### src/rtl/capture_wb_buffer.sv
// Posted-write buffer between the capture sniffer (Wishbone slave side) and
// sample RAM port A (Wishbone master side), with ring address translation.
module capture_wb_buffer #(
    parameter int unsigned DEPTH           = 4,
    parameter int unsigned RING_BYTES      = 16384,
    parameter logic [31:0] BASE_ADDR       = 32'h0000_0000,
    parameter int unsigned MAX_OUTSTANDING = 2
) (
    input  logic        clk_i,
    input  logic        rst_i,
    input  logic [31:0] s_addr_i,
    input  logic [31:0] s_data_i,
    input  logic [3:0]  s_sel_i,
    input  logic        s_we_i,
    input  logic        s_stb_i,
    output logic        s_stall_o,
    output logic        s_ack_o,
    output logic [31:0] m_addr_o,
    output logic [31:0] m_data_o,
    output logic [3:0]  m_sel_o,
    output logic        m_we_o,
    output logic        m_stb_o,
    input  logic        m_stall_i,
    input  logic        m_ack_i,
    output logic [4:0]  level_o,
    output logic        idle_o,
    output logic [15:0] wraps_o,
    output logic        read_seen_o
);
    localparam int unsigned PTR_W     = $clog2(DEPTH);
    localparam int unsigned ENTRY_W   = 68;
    localparam logic [4:0]  DEPTH_L   = 5'(DEPTH);
    localparam logic [1:0]  MAX_L     = 2'(MAX_OUTSTANDING);
    localparam logic [31:0] RING_MASK = 32'(RING_BYTES - 1);

    logic [ENTRY_W-1:0] mem [DEPTH];
    logic [PTR_W-1:0]   wr_ptr;
    logic [PTR_W-1:0]   rd_ptr;
    logic [4:0]         count;
    logic [1:0]         outstanding;
    logic               ack_q;
    logic [31:0]        prev_off;
    logic [15:0]        wraps;
    logic               read_seen;

    logic               full;
    logic               accept;
    logic               push;
    logic               pop;
    logic               ack_valid;
    logic [31:0]        offset;
    logic [ENTRY_W-1:0] head;

    // Stall is based on registered occupancy only, so a same-cycle pop never
    // opens the slave side; this keeps s_stall_o free of downstream paths.
    assign full      = (count == DEPTH_L);
    assign s_stall_o = full & ~rst_i;
    assign s_ack_o   = ack_q & ~rst_i;
    assign accept    = s_stb_i & ~s_stall_o;
    assign push      = accept & s_we_i & ~rst_i;
    assign offset    = s_addr_i & RING_MASK;

    assign head      = mem[rd_ptr];
    assign m_stb_o   = ~rst_i & (count != 5'd0) & (outstanding < MAX_L);
    assign m_we_o    = m_stb_o;
    assign {m_addr_o, m_data_o, m_sel_o} = head;
    assign pop       = m_stb_o & ~m_stall_i;
    // Acks with nothing in flight are spurious and must not underflow.
    assign ack_valid = m_ack_i & (outstanding != 2'd0);

    assign level_o     = count;
    assign idle_o      = (count == 5'd0) & (outstanding == 2'd0);
    assign wraps_o     = wraps;
    assign read_seen_o = read_seen;

    always_ff @(posedge clk_i) begin
        if (push) begin
            mem[wr_ptr] <= {BASE_ADDR + offset, s_data_i, s_sel_i};
        end
    end

    always_ff @(posedge clk_i) begin
        if (rst_i) begin
            wr_ptr      <= '0;
            rd_ptr      <= '0;
            count       <= 5'd0;
            outstanding <= 2'd0;
            ack_q       <= 1'b0;
            prev_off    <= 32'd0;
            wraps       <= 16'd0;
            read_seen   <= 1'b0;
        end else begin
            ack_q <= accept;
            if (accept && !s_we_i) begin
                read_seen <= 1'b1;
            end

            if (push) begin
                wr_ptr   <= wr_ptr + PTR_W'(1);
                prev_off <= offset;
                // A lower offset than the previous push means the ring wrapped.
                if ((offset < prev_off) && (wraps != 16'hFFFF)) begin
                    wraps <= wraps + 16'd1;
                end
            end
            if (pop) begin
                rd_ptr <= rd_ptr + PTR_W'(1);
            end

            case ({push, pop})
                2'b10:   count <= count + 5'd1;
                2'b01:   count <= count - 5'd1;
                default: count <= count;
            endcase

            case ({pop, ack_valid})
                2'b10:   outstanding <= outstanding + 2'd1;
                2'b01:   outstanding <= outstanding - 2'd1;
                default: outstanding <= outstanding;
            endcase
        end
    end
endmodule

### config.mk
export PLATFORM = sky130hd
export DESIGN_NAME = capture_wb_buffer
export DESIGN_NICKNAME = d
export VERILOG_FILES = /design/src/rtl/capture_wb_buffer.sv
export SDC_FILE = /design/constraint.sdc
export NUM_CORES = 1
export LEC_CHECK = 0
export CAP_MARGIN = 20
export CORE_UTILIZATION = 35
export CTS_CLUSTER_DIAMETER = 150
export CTS_CLUSTER_SIZE = 25
export DETAILED_ROUTE_END_ITERATION = 8
export PLACE_DENSITY_LB_ADDON = 0.08
export SYNTH_ARGS = -nofsm -noshare
export SYNTH_HDL_FRONTEND = slang
export SYNTH_SLANG_ARGS = --single-unit
### constraint.sdc
create_clock -name clk_i -period 3.5 [get_ports clk_i]
set_input_delay 0.525 -clock clk_i [delete_from_list [all_inputs] [get_ports clk_i]]
set_output_delay 0.525 -clock clk_i [all_outputs]
set_load 0.01 [all_outputs]
---- Word-level counts from Yosys, hierarchy flattened ----
Memory sizes are Yosys's and may differ from the RTL's. A register that Yosys moved wholly into a read port is not among the register bits.
Index checks and enable logic that the tools add are counted.
storage, ports and cells
  bits in registers ....................... 43
  memory bits (writable) .................. 200
  output and inout bits ................... 95
  memories kept ........................... 1
operators by class
  add/sub/neg operators ................... 7
  order comparisons ....................... 2
  equal/unequal tests ..................... 6
  muxes and demuxes ....................... 6
  bitwise logic cells ..................... 13
  reductions and logical operators ........ 10
memories
  name  words  width  rd ports  clocked after memory_dff  wr ports  RTL line  source
  mem   4      50     1         1                         1         36        logic [ENTRY_W-1:0] mem [DEPTH];
operators with widths
  operator                 number
  $add A16 B1 Y16 const B  1
  $ne A16 B16 Y1 const B   1
  $lt A14 B14 Y1           1
  $and A1 B1 Y1            10
  $pmux W5 S2              1
  $add A2 B1 Y2 const B    3
  $reduce_bool A2 Y1       3
  $add A5 B1 Y5 const B    1
  $eq A5 B3 Y1 const B     1
  $logic_not A5 Y1         1
  $reduce_bool A5 Y1       1
  $sub A5 B1 Y5 const B    1
  $eq A2 B1 Y1 const B     2
  $eq A2 B2 Y1 const B     2
  $mux W2                  2
  $pmux W2 S2              1
  $not A1 Y1               3
  $logic_and A1 B1 Y1      2
  $logic_not A2 Y1         1
  $lt A2 B2 Y1 const B     1
  $mux W1                  2
  $reduce_and A2 Y1        1
  $sub A2 B1 Y2 const B    1
  $logic_not A1 Y1         1

---- Longest topological paths before layout ----
Gate-level depths: netlist of the first run.
  depth in word-level cells ............... 8
  depth in mapped cells ................... 14
  mapped depth without buffers ............ 12

---- Least setup slack after synthesis of the first run ----
OpenSTA, ideal clock, no wires.
  path kind ............................... input-to-reg
  start point ............................. in rst_i
  end point ............................... mem mem[1][0] (netlist name), enable pin
  setup time .............................. 0.413 ns
  arrival time ............................ 2.626 ns
  data required time ...................... 3.087 ns
  setup slack ............................. 0.462 ns
  stages .................................. 4
  path buffers ............................ 2
  cell sequence ........................... clkbuf_1 a311oi_4 clkbuf_1 and2_1
on the way
  word-level cells in the longest chain between the ends .. 8
RTL lines
  item                               RTL line  source
  start, declared                    10        input logic rst_i,
  $not A1 Y1 (*)                     57, 60
  $and A1 B1 Y1                      57        assign s_stall_o = full & ~rst_i;
  $not A1 Y1                         59        assign accept = s_stb_i & ~s_stall_o;
  $and A1 B1 Y1                      59
  $and A1 B1 Y1                      60        assign push = accept & s_we_i & ~rst_i;
  $and A1 B1 Y1 (*)                  60
  $mux W1 (*)                        77        if (push) begin
  $mux W1 (implied by the code) (*)  78        mem[wr_ptr] <= {BASE_ADDR + offset, s_data_i, s_sel_i};
  end, declared                      36
Mark *: on every way between the ends. The rest lies on a longest branch, timed or not.

==> parameters.txt, run 1 <==
Parameter                              Value

Clocking
  Buffer count from post-CTS setup fixing ... 0
  Post-CTS clock slew at the launch and capture registers of the worst setup and hold paths ... 100 ps
  H-Tree Level Count ... 1
  Clk Latency, worst-skew pair ... roughly 470 ps
  TritonCTS clock tree ... done
  Buffer depth of the longest clock path ... 3
  Cts bufs inserted ... 13
  Root buf cell ... clkbuf_16
  Cells resized by post-CTS repair ... 0
  Hold_buf cts ... 0
  Number of sinks driven by the clock tree ... ~250

Global routing
  Via count of the first global-routing pass ... 5379
  Largest net degree at the start of global routing ... 47
  Grt ovf ... 0
  Global-route wire length before repair ... 29700 um
  Overall routing resource usage ... 13.6%
  Number of antenna violations at the first check in global routing ... 0

Place
  Cell count after placement ... 1070
  Detailed-placement wirelength estimate ... 12100 um
  Routability cong. ... 0.793
  Count of buffers inserted at the top-level ports ... 132

Drt
  Routed wirelength normalized by instance count ... 17.5 um
  Routed via count ... 5227
  DRC violations left ... 0
  Iteration-0 DRC Markers ... between 300 and 400
  Wire length after detailed routing ... 19100 um
  Vias per Instance ... 4.79
  Total iterations of the first detailed-routing run ... 4
  Post-route ant nets ... 0

Cells and area
  Number of antenna diodes ... 0
  Leading cell type in the layout, fill and taps excluded ... edfxtp_1
  Layout-stage area growth over the synthesis result ... 22.8%
  Highest-count cells in the layout ignoring fill and taps ... 200 x edfxtp_1, 131 x clkdlybuf4s50_1, 51 x nor2_1
  Layout cells sized above 1 ... 13.6%
  Filler Cells Inserted ... 2385
  Fin cells ... 1091
  Final net count ... about 800

Timing
  Pins over their slew limit ... 0
  Number of failing hold endpoints at the final stage ... 0
  Upper clock frequency limit ... 329 MHz
  Post-route clock skew ... 12.4 ps
  Period minus WS final ... 3040 ps
  Sum Neg Setup Slack ... 0 ps
  Number of endpoints failing setup at the final stage ... 0
  RSZ-0062 raised after global routing ... false
  Relative max-transition margin ... roughly 54%
  Period Utilization, post-route ... between 80% and 90%
  Worst Tran Pin Value ... 685 ps

Critical path
  Crit Path Category ... flop to output port
  Worst Reg2Reg Path Length in Cells ... 12
  Critical-path maximum fanout ... 25
  Startpoint type of the worst setup path ... flop
  CP Data Arrival Time ... 2520 ps
  Register-to-register setup slack ... 820 ps
  Beginning of the worst register-to-register path ... level_o[0]$_SDFFE_PP0P_
  Required time of the critical path ... 2970 ps
  End of the worst register-to-register path ... level_o[4]$_SDFFE_PP0P_
  Worst Setup End Kind ... output port

Run status
  Run status ... completed

Yosys
  Area leader, netlist ... edfxtp_1
  Unique masters post-synth ... 47
  Yosys warns ... 0
  Share of async-settable or async-resettable flops after synthesis ... 0%
  Gate count of the mapped netlist ... 571
  Sequential fraction of the synthesis area ... between 70% and 80%
  Syn avg cell area ... 17.0 sq um
  Number of synthesized register bits ... 245
  Post-Syn Area ... 0.00973 sq mm
  Share of the synthesized area in the top cell type ... around three fifths
  Flip-flop cell with the highest count after synthesis ... edfxtp_1
  Largest cells by area after synthesis ... edfxtp_1 62%, mux4_2 12%, dfxtp_1 9.3%
  EDFF count, synth ... 200

Hold path
  Origin of the worst min-delay path ... rst_i
  Hold worst-path end ... rd_ptr[0]$_SDFFE_PP0P_
  Type of the most critical hold path ... input port to flop
  Worst Hold Path Cells ... 2

Floorplanning
  Die Y-Extent ... approximately 170 um
  Core region area ... between 0.02 and 0.03 sq mm
  IO Count ... around 170
  Die area ... 0.0285 sq mm
  Die outline width ... 169 um
  Number of rows created at floorplan ... 60
  Effective utilization at floorplan ... 35.9%

Pwr
  Power density over the cells ... 435 mW/mm^2
  Leakage power summed over all cells ... 3.80 nW
  Peak VDD IR ... 0.000229 V

Flow run
  Number of max-cap violations ... 0
## stage by stage
| step | worst slack, ps | instance area, sq um | util, % | total power [mW] | hold WS [ps] |
|---|---|---|---|---|---|
| floorplan | 462 | 9790 | - | 3.50 | 461 |
| global placement | 349 | 11600 | 42.8 | 3.71 | 475 |
| detailed placement | 291 | 11600 | 42.8 | 3.72 | 481 |
| CTS | 341 | 12000 | 44.1 | 5.29 | 437 |
| global route | 275 | 12000 | 44.1 | 5.42 | 458 |
| finish | 456 | 12000 | 44.1 | 5.20 | 453 |
## cell usage after synthesis, types with 3 or more instances
cell type,count
mux2i_1,3
inv_1,23
o211ai_1,3
or3_1,7
mux4_2,50
nand4_1,3
nand3_1,7
buf_4,19
clkbuf_1,21
xnor2_1,7
nor3_1,3
a21oi_1,30
xor2_1,8
edfxtp_1,200
nand2_1,10
ha_1,22
dfxtp_1,45
or4_1,3
nor2_1,51
o31ai_1,5
and2_1,7
o21ai_0,12
## critical path, stage by stage (launching register included)
cell,delay (ps)
dfxtp_4,750
buf_4,280
mux4_2,510
clkdlybuf4s50_1,500
## sequential cells by signal (all words and copies together) (netlist names), named ones only
name	count
ack_q	1
level_o	5
mem	200
outstanding	2
prev_off	14
rd_ptr	2
read_seen_o	1
wr_ptr	2
wraps_o	16
## area by class of cell
class,instances,area [sq um],share of cell area (%)
Timing Repair Buffer,152,1550,13.0
Inverter,23,86.3,0.722
Tap cell,372,465,3.89
Sequential cell,245,6910,57.8
Clock buffer,20,352,2.94
Clock inverter,1,7.51,0.0628
Multi-Input combinational cell,278,2580,21.6
## worst max-delay path by stage
stage | from | to | depth (start not counted)
floorplan | rst_i | mem[1][0]$_DFFE_PP_ | 4
CTS | flop | m_data_o[30] | 3
global route | flop | m_data_o[5] | 3
detailed placement | s_addr_i[9] | wraps_o[13]$_SDFFE_PP0P_ | 9
global placement | s_addr_i[7] | wraps_o[13]$_SDFFE_PP0P_ | 9
finish | flop | m_data_o[30] | 3
## power breakdown
part           switching [mW]  internal, mW
clock                   0.852         0.704
sequential             0.0283          3.18
combinational           0.196         0.240
total                    1.08          4.13
## metal layers
layer  part of all wire, %  vias to the layer above  GRT usage, %
li1                      -                     2441             -
met1                    45                     2653          17.6
met2                    50                      117          24.0
met3                   4.0                       16          2.13
met4                   1.1                        0          2.77
met5                     0                        -             0
## logic make-up after synthesis
kind of cell | Yosys count | synth area share [%]
AO/OA/AOI/OAI | 64 | 4.14
XOR/XNOR | 15 | 1.35
adder cells (fa/ha/maj) | 22 | 2.83
buffers and inverters | 65 | 3.25
flip-flops | 245 | 71.0
multiplexers | 54 | 12.0
other | 1 | 0.0385
AND/OR/NAND/NOR | 105 | 5.41
Power figures use the tool's default switching activity.
==> run 2: changes to the inputs <==
--- a/config.mk
+++ b/config.mk
@@ -5,9 +5,8 @@
 export SDC_FILE = /design/constraint.sdc
 export NUM_CORES = 1
 export LEC_CHECK = 0
-export CAP_MARGIN = 20
 export CORE_UTILIZATION = 35
-export CTS_CLUSTER_DIAMETER = 150
+export CTS_BUF_LIST = sky130_fd_sc_hd__clkbuf_4 sky130_fd_sc_hd__clkbuf_8 sky130_fd_sc_hd__clkbuf_16
 export CTS_CLUSTER_SIZE = 25
 export DETAILED_ROUTE_END_ITERATION = 8
 export PLACE_DENSITY_LB_ADDON = 0.08
==> run 2 against run 1 <==
Effect of this change:
- via count grew 2.0%
- first-iteration DRC count decreased by 14%
- global-route usage rose by 0.27 points
- core utilization rose by 2.5 points
- design area up 5.8%
- maximum frequency fell by 1.5%
- combinational power barely moved
- critical path type unchanged
- largest cell class unchanged
==> parameters.txt, run 2 (synthesis results as in run 1) <==
Parameter                              Value

Critical path
  Startpoint type of the worst setup path ... flop
  Delay of the slowest cell on the worst path ... 730 ps
  Cell breakdown of the critical path ... buf_4, mux4_2, clkdlybuf4s50_1
  End of the worst register-to-register path ... level_o[4]$_SDFFE_PP0P_
  Slowest stage cell, crit path ... dfxtp_4
  Beginning of the worst register-to-register path ... level_o[0]$_SDFFE_PP0P_
  Worst Setup EP ... m_data_o[30]
  Crit Path Category ... flop to output port
  CP Data Arrival Time ... 2570 ps
  Register-to-register setup slack ... 820 ps
  Worst Reg2Reg Path Length in Cells ... 12
  Combined buffer and inverter count along the critical path ... 2
  Worst Setup End Kind ... output port
  Required time of the critical path ... 2970 ps
  Number of cells on the critical path ... 3
  Kind of cell with the highest combined delay on the critical path ... buffers and inverters
  Critical-path maximum fanout ... 25

Cells and area
  Layout cells sized above 1 ... a little under a fifth
  Leading cell type in the layout, fill and taps excluded ... edfxtp_1
  Final net count ... between 800 and 900
  Area of the multi-input gates ... approximately 0.0026 sq mm
  Top reg by flops ... mem
  Final design utilization ... approximately 47%
  Filler Cells Inserted ... ~2300
  Area taken by flip-flops and latches ... 0.00691 sq mm
  Layout-stage area growth over the synthesis result ... 29.9%
  Highest-count cells in the layout ignoring fill and taps ... 200 x edfxtp_1, 131 x clkdlybuf4s50_1, 51 x nor2_1
  Number of antenna diodes ... 0
  Flip-flop count of the largest register, all copies and words added ... 200
  Final design instance area without fill ... 0.0126 sq mm

Clocking
  Hold_buf cts ... 0
  Cells resized by post-CTS repair ... 0
  Clk Latency, worst-skew pair ... 550 ps
  Buffer count from post-CTS setup fixing ... 0
  Cts bufs inserted ... 28
  Post-CTS clock slew at the launch and capture registers of the worst setup and hold paths ... ~60 ps
  TritonCTS clock tree ... done
  Buffer depth of the longest clock path ... 3
  H-Tree Level Count ... 1
  Number of sinks driven by the clock tree ... 245
  Root buf cell ... clkbuf_16

Timing
  Upper clock frequency limit ... roughly 320 MHz
  Period Utilization, post-route ... roughly nine tenths
  Period minus WS final ... 3090 ps
  Worst Tran Pin Value ... 619 ps
  Post-route clock skew ... between 20 and 25 ps
  RSZ-0062 raised after global routing ... false
  Sum Neg Setup Slack ... 0 ps
  Number of endpoints failing setup at the final stage ... 0
  Number of failing hold endpoints at the final stage ... 0
  Final critical-path setup slack ... around 410 ps
  Relative max-transition margin ... 58.4%
  Pins over their slew limit ... 0

Place
  Post-detailed-placement cell area ... 0.0116 sq mm
  Post-place setup slack ... 291 ps
  Routability cong. ... around 0.8
  Detailed-placement wirelength estimate ... 12100 um
  Count of buffers inserted at the top-level ports ... 132

Pwr
  Leakage power summed over all cells ... 4.15 nW
  Peak VDD IR ... 0.000255 V
  Power density over the cells ... 540 mW/mm^2
  Power Total ... 6.83 mW

Global routing
  Number of antenna violations at the first check in global routing ... 0
  Via count of the first global-routing pass ... 5560
  Overall routing resource usage ... 13.8%
  Grt ovf ... 0
  Largest net degree at the start of global routing ... 47
  Global-route wire length before repair ... 30400 um

Drt
  DRC violations left ... 0
  Vias per Instance ... approximately 4.8
  Post-route ant nets ... 0
  Wire length after detailed routing ... 19500 um
  Total iterations of the first detailed-routing run ... 6
  Routed via count ... 5334
  Routed wirelength normalized by instance count ... 17.4 um
  Iteration-0 DRC Markers ... 275

Flow run
  Number of max-cap violations ... 0

Floorplanning
  Die area ... 0.0285 sq mm
  Effective utilization at floorplan ... 35.9%
  Core region area ... 0.0271 sq mm
  Die Y-Extent ... 169 um
  IO Count ... 169
  Die outline width ... 169 um
  Number of rows created at floorplan ... 60

Hold path
  Type of the most critical hold path ... input port to flop

Run status
  Run status ... completed
-- run 2: worst min path at each step --
stage	startpoint	to	slack (ps)	cells after the start
after floorplan	prev_off[0]$_SDFFE_PP0P_	prev_off[0]$_SDFFE_PP0P_	460	2
after global placement	prev_off[0]$_SDFFE_PP0P_	prev_off[0]$_SDFFE_PP0P_	480	2
after detailed placement	read_seen_o$_SDFFE_PP0P_	read_seen_o$_SDFFE_PP0P_	480	1
after CTS	rst_i	prev_off[9]$_SDFFE_PP0P_	360	2
after global routing	rst_i	prev_off[3]$_SDFFE_PP0P_	390	2
final	rst_i	prev_off[9]$_SDFFE_PP0P_	370	2
-- run 2: through the flow --
step                hold slack, ps  std cells
floorplan                      461        588
global placement               475       1070
detailed placement             481       1070
CTS                            361       1122
global route                   386       1122
finish                         372       1122
-- run 2: layer usage --
metal	global-route usage [%]	vias to the layer above	wire length, um
li1	-	2491	-
met1	17.7	2680	8570
met2	24.1	129	9690
met3	2.45	34	832
met4	3.83	0	460
met5	0	-	0
-- run 2: cell type report --
class,count,share of cell area (%)
sequential,245,54.7
clock buffer,37,6.46
inverter,23,0.683
clock inverter,15,1.83
tap,372,3.68
timing repair buffer,152,12.3
multi-input combinational,278,20.4
-- run 2: report_power, final --
part	internal [mW]	switching, mW	total (mW)
combinational	0.240	0.196	0.435
sequential	3.19	0.0282	3.22
clock	2.02	1.15	3.17
total	5.45	1.38	6.83
-- run 2: worst reg2reg max path, stage by stage (launching register included) --
cell	delay [ps]
dfxtp_1	370
nor3_2	330
and2_1	210
nor4_1	50
buf_4	170
ha_1	280
xor2_1	180
ha_1	190
a21oi_1	240
a32oi_1	140
a21oi_1	200
xnor2_1	140
nor2_1	50
==> run 3: changes to the inputs <==
--- a/config.mk
+++ b/config.mk
@@ -5,10 +5,11 @@
 export SDC_FILE = /design/constraint.sdc
 export NUM_CORES = 1
 export LEC_CHECK = 0
-export CORE_UTILIZATION = 35
+export CORE_UTILIZATION = 48
 export CTS_BUF_LIST = sky130_fd_sc_hd__clkbuf_4 sky130_fd_sc_hd__clkbuf_8 sky130_fd_sc_hd__clkbuf_16
 export CTS_CLUSTER_SIZE = 25
 export DETAILED_ROUTE_END_ITERATION = 8
+export HOLD_SLACK_MARGIN = 0.06
 export PLACE_DENSITY_LB_ADDON = 0.08
 export SYNTH_ARGS = -nofsm -noshare
 export SYNTH_HDL_FRONTEND = slang
==> constraint.sdc (replaced) <==
create_clock -name clk_i -period 2.7 [get_ports clk_i]
set_input_delay 0.405 -clock clk_i [delete_from_list [all_inputs] [get_ports clk_i]]
set_output_delay 0.405 -clock clk_i [all_outputs]
set_load 0.01 [all_outputs]
==> run 3 against run 2 <==
Effect of this change:
- non-clock buffer count is 25 higher
- clock skew fell by 17 ps
- critical path depth unchanged
- largest cell class unchanged
- first-iteration DRC count grew 3.3%
- wire length fell by 6.6%
- highest routed layer unchanged
- sequential share of layout area rose by 0.38 points
- sequential power increased by 29%
- count of clock-buffer cells in the layout is 2 higher
- combinational power rose by 37%
==> parameters.txt, run 3 (synthesis results as in run 1) <==
Parameter                              Value

Drt
  Iteration-0 DRC Markers ... between 200 and 300
  DRC violations left ... 0
  Routed via count ... 5401
  Wire length after detailed routing ... roughly 18000 um
  Total iterations of the first detailed-routing run ... 4
  Vias per Instance ... approximately 5.2
  Post-route ant nets ... 0
  Routed wirelength normalized by instance count ... 17.6 um

Global routing
  Largest net degree at the start of global routing ... 33
  Overall routing resource usage ... 18.1%
  Grt ovf ... 0
  Number of antenna violations at the first check in global routing ... 0
  Via count of the first global-routing pass ... 5571
  Global-route wire length before repair ... 28900 um

Floorplanning
  Core region area ... 0.0197 sq mm
  IO Count ... ~170
  Die area ... 0.0208 sq mm
  Number of rows created at floorplan ... 51
  Die outline width ... 144 um
  Die Y-Extent ... 144 um
  Effective utilization at floorplan ... 49.5%

Cells and area
  Final design instance area without fill ... 0.0126 sq mm
  Layout-stage area growth over the synthesis result ... 29.0%
  Number of antenna diodes ... 0
  Fin cells ... ~1000
  Flip-flop count of the largest register, all copies and words added ... 200
  Leading cell type in the layout, fill and taps excluded ... edfxtp_1
  Layout cells sized above 1 ... approximately a fifth
  Top reg by flops ... mem
  Final design utilization ... between 60% and 70%
  Highest-count cells in the layout ignoring fill and taps ... 200 x edfxtp_1, 125 x clkdlybuf4s50_1, 51 x nor2_1
  Final net count ... 847

Pwr
  Logic gate share of total power ... 7.4%
  Proportion of total power due to net switching ... 20.2%
  Peak VDD IR ... around 0.00039 V
  Power density over the cells ... 645 mW/mm^2
  Proportion of power drawn by flip-flops and latches ... 51.4%
  Clock network power share ... 41.3%
  Power Total ... 8.10 mW
  Internal power ... 6.46 mW
  Leakage power summed over all cells ... between 4 and 5 nW
  Switching power of the nets ... 1.64 mW

Clocking
  Buffer count from post-CTS setup fixing ... 0
  Cts bufs inserted ... 26
  Root buf cell ... clkbuf_16
  H-Tree Level Count ... 1
  Buffer depth of the longest clock path ... 3
  TritonCTS clock tree ... done
  Post-CTS clock slew at the launch and capture registers of the worst setup and hold paths ... 60 ps
  Clk Latency, worst-skew pair ... approximately 500 ps
  Number of sinks driven by the clock tree ... 245

Timing
  Period minus WS final ... 2630 ps
  Number of endpoints failing setup at the final stage ... 0
  Number of failing hold endpoints at the final stage ... 0
  Relative max-transition margin ... 65.8%
  Upper clock frequency limit ... between 300 and 400 MHz
  Period Utilization, post-route ... a little over nine tenths
  Min Hold Slack ... ~370 ps
  Post-route clock skew ... between 5 and 6 ps
  Worst Tran Pin Value ... ~500 ps
  Pins over their slew limit ... 0
  RSZ-0062 raised after global routing ... true

Critical path
  Kind of cell with the highest combined delay on the critical path ... buffers and inverters
  Delay of the slowest cell on the worst path ... 540 ps
  Startpoint type of the worst setup path ... flop
  Combined buffer and inverter count along the critical path ... 2
  Cell breakdown of the critical path ... buf_16, mux4_2, clkdlybuf4s50_1
  Crit Path Category ... flop to output port
  Worst Setup End Kind ... output port
  CP Data Arrival Time ... 2220 ps
  Slowest stage cell, crit path ... mux4_2
  Required time of the critical path ... 2300 ps
  Critical-path maximum fanout ... 32

Place
  Count of buffers inserted at the top-level ports ... 132
  Detailed-placement wirelength estimate ... 11900 um
  Routability cong. ... 0.811
  Cell count after placement ... 988
  Post-detailed-placement cell area ... 0.0117 sq mm

Flow run
  Number of max-cap violations ... 0

Run status
  Run status ... completed

Hold path
  Type of the most critical hold path ... input port to flop
[run 3: area by class of cell]
cell class / instances / area (sq um)
fillers: 1459 / 7100
inverters: 23 / 86.3
repair buffers: 177 / 1810
well taps: 265 / 332
multi-input cells: 278 / 2590
flip-flops and latches: 245 / 6910
clock inverters: 9 / 46.3
clock buffers: 39 / 778
[run 3: worst reg2reg max path, delay by kind of cell, from the launching register on]
family / cells / cell delay, ps
flops: 1 / 400
compound gates: 4 / 830
xor+xnor: 2 / 290
buf+inv: 2 / 220
simple gates: 1 / 50
fa+ha+maj: 2 / 430
[run 3: repair_timing]
item	4_1_cts	5_1_grt
endpoints found under the setup margin	17	13
hold buffers	0	0
gates resized for setup	1	9
[run 3: metal layers]
layer  track usage, %  wire (um)  vias to the layer above
li1                 -          -                     2535
met1             24.0       8140                     2702
met2             31.3       9050                      146
met3             3.01        905                       18
met4             3.82        155                        0
met5                0          0                        -
[run 3: power groups by stage]
stage / combinational (mW) / clock [mW] / sequential, mW
after floorplan: 0.300 / 0 / 4.24
after global placement: 0.586 / 0 / 4.23
after detailed placement: 0.599 / 0 / 4.24
after CTS: 0.603 / 3.42 / 4.16
after global routing: 0.651 / 3.59 / 4.16
final: 0.596 / 3.34 / 4.16
[run 3: stage by stage]
| step | setup slack [ps] | setup TNS, ps |
|---|---|---|
| floorplan | -18.0 | -18.0 |
| finish | 74.0 | 0 |
| CTS | 22.0 | 0 |
| global route | -6.17 | -17.4 |
| global placement | -188 | -1660 |
| detailed placement | -261 | -2710 |
[run 3: path summary, 6_finish.rpt]
check                      startpoint                       end  slack, ps  depth (start not counted)
max                              flop               m_addr_o[3]         70                          3
min                             rst_i  prev_off[6]$_SDFFE_PP0P_        370                          3
max reg2reg   level_o[3]$_SDFFE_PP0P_   level_o[4]$_SDFFE_PP0P_        350                         11
min reg2reg  read_seen_o$_SDFFE_PP0P_  read_seen_o$_SDFFE_PP0P_        490                          1
